### config.mk
export PLATFORM = sky130hd
export DESIGN_NAME = hazard_unit
export DESIGN_NICKNAME = d
export VERILOG_FILES = /design/src/rtl/hazard_unit.sv
export SDC_FILE = /design/constraint.sdc
export NUM_CORES = 1
export LEC_CHECK = 0
export BUFFER_PORTS_ARGS = -buffer_cell sky130_fd_sc_hd__buf_4
export CORE_ASPECT_RATIO = 1.75
export CORE_UTILIZATION = 23
export DETAILED_ROUTE_END_ITERATION = 12
export SLEW_MARGIN = 20
export SYNTH_ARGS = -nofsm -noshare
export SYNTH_HDL_FRONTEND = slang
export SYNTH_SLANG_ARGS = --single-unit
### constraint.sdc
create_clock -name clk -period 6.09 [get_ports clk]
set_input_delay 0.609 -clock clk [delete_from_list [all_inputs] [get_ports clk]]
set_output_delay 0.609 -clock clk [all_outputs]
set_load 0.02 [all_outputs]
### src/rtl/hazard_unit.sv
// Pipeline hazard controller: stall, bubble and flush generation for the
// 5-stage core, with saturating stall-cycle and taken-branch counters.
module hazard_unit #(
    parameter int CNT_W = 16
) (
    input  logic             clk,
    input  logic             reset,
    input  logic [4:0]       rs1_id,
    input  logic [4:0]       rs2_id,
    input  logic             uses_rs1_id,
    input  logic             uses_rs2_id,
    input  logic [4:0]       rd_ex,
    input  logic             escreg_ex,
    input  logic             lw_ex,
    input  logic             branch_taken_ex,
    input  logic             dmem_req,
    input  logic             dmem_ready,
    input  logic             imem_ready,
    output logic             stall_pc,
    output logic             stall_if_id,
    output logic             stall_id_ex,
    output logic             stall_ex_mem,
    output logic             bubble_ex,
    output logic             bubble_wb,
    output logic             flush_if_id,
    output logic             flush_id_ex,
    output logic             mem_wait,
    output logic [CNT_W-1:0] stall_cycles,
    output logic [CNT_W-1:0] flush_count
);

    typedef enum logic [1:0] {
        RUN      = 2'd0,
        MEM_WAIT = 2'd1,
        FLUSH    = 2'd2
    } state_t;

    localparam logic [CNT_W-1:0] CNT_MAX = {CNT_W{1'b1}};

    state_t state;
    state_t nextState;
    logic   loadUse;
    logic   dMiss;
    logic   runRules;
    logic   branchAccept;
    logic   rs1Hit;
    logic   rs2Hit;

    assign rs1Hit  = uses_rs1_id && (rs1_id == rd_ex);
    assign rs2Hit  = uses_rs2_id && (rs2_id == rd_ex);
    assign loadUse = lw_ex && !escreg_ex && (rd_ex != 5'd0)
                     && (rs1Hit || rs2Hit);
    assign dMiss   = dmem_req && !dmem_ready;

    // Same-cycle control decode and next-state selection.
    always_comb begin
        nextState    = state;
        runRules     = 1'b0;
        branchAccept = 1'b0;
        stall_pc     = 1'b0;
        stall_if_id  = 1'b0;
        stall_id_ex  = 1'b0;
        stall_ex_mem = 1'b0;
        bubble_ex    = 1'b0;
        bubble_wb    = 1'b0;
        flush_if_id  = 1'b0;
        flush_id_ex  = 1'b0;
        mem_wait     = 1'b0;
        if (reset) begin
            nextState = RUN;
        end else begin
            unique case (state)
                RUN: begin
                    if (dMiss) begin
                        stall_pc     = 1'b1;
                        stall_if_id  = 1'b1;
                        stall_id_ex  = 1'b1;
                        stall_ex_mem = 1'b1;
                        bubble_wb    = 1'b1;
                        nextState    = MEM_WAIT;
                    end else begin
                        runRules = 1'b1;
                    end
                end
                MEM_WAIT: begin
                    mem_wait = 1'b1;
                    if (!dmem_ready) begin
                        stall_pc     = 1'b1;
                        stall_if_id  = 1'b1;
                        stall_id_ex  = 1'b1;
                        stall_ex_mem = 1'b1;
                        bubble_wb    = 1'b1;
                    end else begin
                        runRules  = 1'b1;
                        nextState = RUN;
                    end
                end
                FLUSH: begin
                    flush_if_id = 1'b1;
                    stall_pc    = !(imem_ready && !dMiss);
                    if (dMiss) begin
                        stall_id_ex  = 1'b1;
                        stall_ex_mem = 1'b1;
                        bubble_wb    = 1'b1;
                    end else if (imem_ready) begin
                        nextState = RUN;
                    end
                end
                default: begin
                    nextState = RUN;
                end
            endcase
            // Shared rules once no data miss is holding the pipe.
            if (runRules) begin
                if (branch_taken_ex) begin
                    flush_if_id  = 1'b1;
                    flush_id_ex  = 1'b1;
                    branchAccept = 1'b1;
                    nextState    = imem_ready ? RUN : FLUSH;
                end else if (loadUse || !imem_ready) begin
                    stall_pc    = 1'b1;
                    stall_if_id = 1'b1;
                    bubble_ex   = 1'b1;
                end
            end
        end
    end

    // State register and saturating performance counters.
    always_ff @(posedge clk) begin
        if (reset) begin
            state        <= RUN;
            stall_cycles <= '0;
            flush_count  <= '0;
        end else begin
            state <= nextState;
            if (stall_pc && (stall_cycles != CNT_MAX)) begin
                stall_cycles <= stall_cycles + CNT_W'(1);
            end
            if (branchAccept && (flush_count != CNT_MAX)) begin
                flush_count <= flush_count + CNT_W'(1);
            end
        end
    end

endmodule

==> results_dict.tcl <==
set metrics [dict create \
    clk_pin_slew_ns 0.05 \
    hold_ws_ns 0.5005 \
    drc 0 \
    synthCells 220 \
    first_iter_violations 83 \
    synth_cell_type_count 47 \
    htree_levels 2 \
    synth_top_area_frac 0.3619 \
    cts_buffers 5 \
    ctsResizeCount 0 \
    vias_per_cell 4.890 \
    die_height_um 121.6 \
    max_freq_mhz 309.0 \
    crit_type "input port to output pin" \
    die_area_um2 8557 \
    dieWidth_um 70.36 \
    grt_overflow 0 \
    finalSetupViolCount 0 \
    fin_crit_ns 3.236 \
    area_delta_synth_final_pct 36.46 \
    powerDensity_nw_per_um2 212.5 \
    ant_nets 0 \
    avgRoutedWirePerCell_um 13.15 \
    drv_slew 0 \
    num_vias 1819 \
    place_ws_ns 2.836 \
    syn_nets 247 \
    postCtsSetupBuffers 0 \
    async_flop_share 0 \
    cts_root_buf "clkbuf_16" \
    cts_tree "yes" \
    first_global_vias 1757 \
    diodes 0 \
    crit_required_ns 5.48 \
    path_max_fanout 27 \
    skew_ns 0.003322 \
    synth.avg_cell_area_um2 8.548 \
    clk_latency_ns 0.28 \
    ctsHoldBuffers 0 \
    grt_pass1_wl_um 8259 \
    syn-cell-area_um2 1881 \
    yosysMostFrequentCell "dfxtp_1" \
    synthTopCellsByCount "dfxtp_1, nor2_1, xor2_1" \
    gp_congestion 0.6980 \
    ir_drop_mv 0.1093 \
    crit_arrival_ns 2.63 \
    synth_top_area_cell "dfxtp_1" \
    synth-edff-count 0 \
    rsz0062_at_grt "false" \
    pin_count 66 \
    first_pass_iters 4 \
    finalSetupTns_ns 0 \
    port_buffers 65 \
    synth_flop_cell "dfxtp_1" \
    drive_gt1_frac 0.3014 \
    track_usage 0.1219 \
    rows 43 \
    core-area_um2 7909 \
    grt_start_max_net_pins 39 \
    worstHoldPathType "flip-flop to flip-flop" \
    antenna_found_initial 0 \
    slew_headroom 0.4001 \
    initial_core_util 0.2378 \
    cp-start-kind "input port" \
    finalCritPeriodShare 0.5313 \
    p_leak_nw 1.040 \
    cts_buffer_depth 2 \
    ys_ff_latch 34 \
    setup.worst_path.end_class "output pin" \
    final_nets 308 \
    maxCapViolCount 0 \
    worst_slew_pin_slew_ns 0.8969 \
    status "finished clean" \
    cts_sinks 34 \
    post-dp-hpwl_um 3763 \
    synth_warnings 0 \
    yosysSeqAreaShare 0.3619 \
    setup_ws_ns 2.854 \
    synthTopCellsByArea "dfxtp_1, xor2_1, nor2_1" \
    wl_um 4890 \
    final-hold-violation-count 0 \
]
report_power, final:
group	internal, mW	switching [mW]
clock	0.162	0.0937
sequential	0.225	0.00372
combinational	0.0269	0.0337
total	0.414	0.131
routing by layer:
layer / vias up / part of all wire / wire length (um) / GRT usage
li1: 913 / - / - / -
met1: 855 / 0.38 / 1876 / 0.1294
met2: 42 / 0.55 / 2672 / 0.2173
met3: 9 / 0.043 / 211 / 0.02895
met4: 0 / 0.027 / 130 / 0.06875
met5: - / 0 / 0 / 0
flip-flops by register name, summed over array words and instances (netlist names):
| signal | count |
|---|---|
| flush_count | 16 |
| stall_cycles | 16 |
| state | 2 |
worst paths after layout:
kind | slack (ns) | cells after the start | from | endpoint
setup reg to reg | 3.67 | 7 | stall_cycles[6] | stall_cycles[10]
hold / removal | 0.50 | 2 | stall_cycles[4] | stall_cycles[4]
hold reg to reg | 0.50 | 2 | stall_cycles[4] | stall_cycles[4]
setup / recovery | 2.85 | 7 | rd_ex[0] | stall_pc
worst max-delay path, cell delays in order:
cell      delay [ns]
buf_4           0.12
or4_1           0.52
o21ai_1         0.16
o21ai_2         0.09
a211oi_4        0.78
inv_1           0.13
buf_4           0.20
cell type report:
class                      count  area (um2)
sequential                    34       680.7
clock buffer                   7       142.6
multi-input combinational    169        1115
timing repair buffer          65       488.0
inverter                       6       22.52
tap                           90       112.6
fill                         842        5343
clock inverter                 1       5.005
placed cells by master (no fill, tap or decap), drive strengths merged, types with 2 or more instances in the layout:
master / count
a211oi: 2
a21oi: 8
a311oi: 2
and2: 2
and3: 5
and4: 3
buf: 65
clkbuf: 7
dfxtp: 34
ha: 2
inv: 6
mux2: 5
nand2: 15
nand2b: 2
nand3: 15
nand4: 4
nor2: 29
nor2b: 6
nor3: 3
nor3b: 2
nor4: 6
o21ai: 7
o311ai: 4
o31ai: 3
o41ai: 3
or3: 5
or4: 5
xnor2: 5
xor2: 18
logic make-up after synthesis:
logic type | after synthesis | synth area share
flip-flops | 34 | 0.3619
buffers and inverters | 17 | 0.04524
AO/OA/AOI/OAI | 34 | 0.1344
XOR/XNOR | 23 | 0.1071
adder cells (fa/ha/maj) | 2 | 0.01330
multiplexers | 6 | 0.03925
AND/OR/NAND/NOR | 104 | 0.2987
per-stage QoR:
stage / utilization / cells / power [mW] / instance area (um2)
floorplan: - / 220 / 0.2690 / 1881
CTS: 0.3245 / 372 / 0.5571 / 2566
detailed placement: 0.3058 / 364 / 0.2952 / 2419
global route: 0.3245 / 372 / 0.5714 / 2566
global placement: 0.3058 / 364 / 0.2940 / 2419
finish: 0.3245 / 372 / 0.5454 / 2566
(Power assumes the default switching activity.)
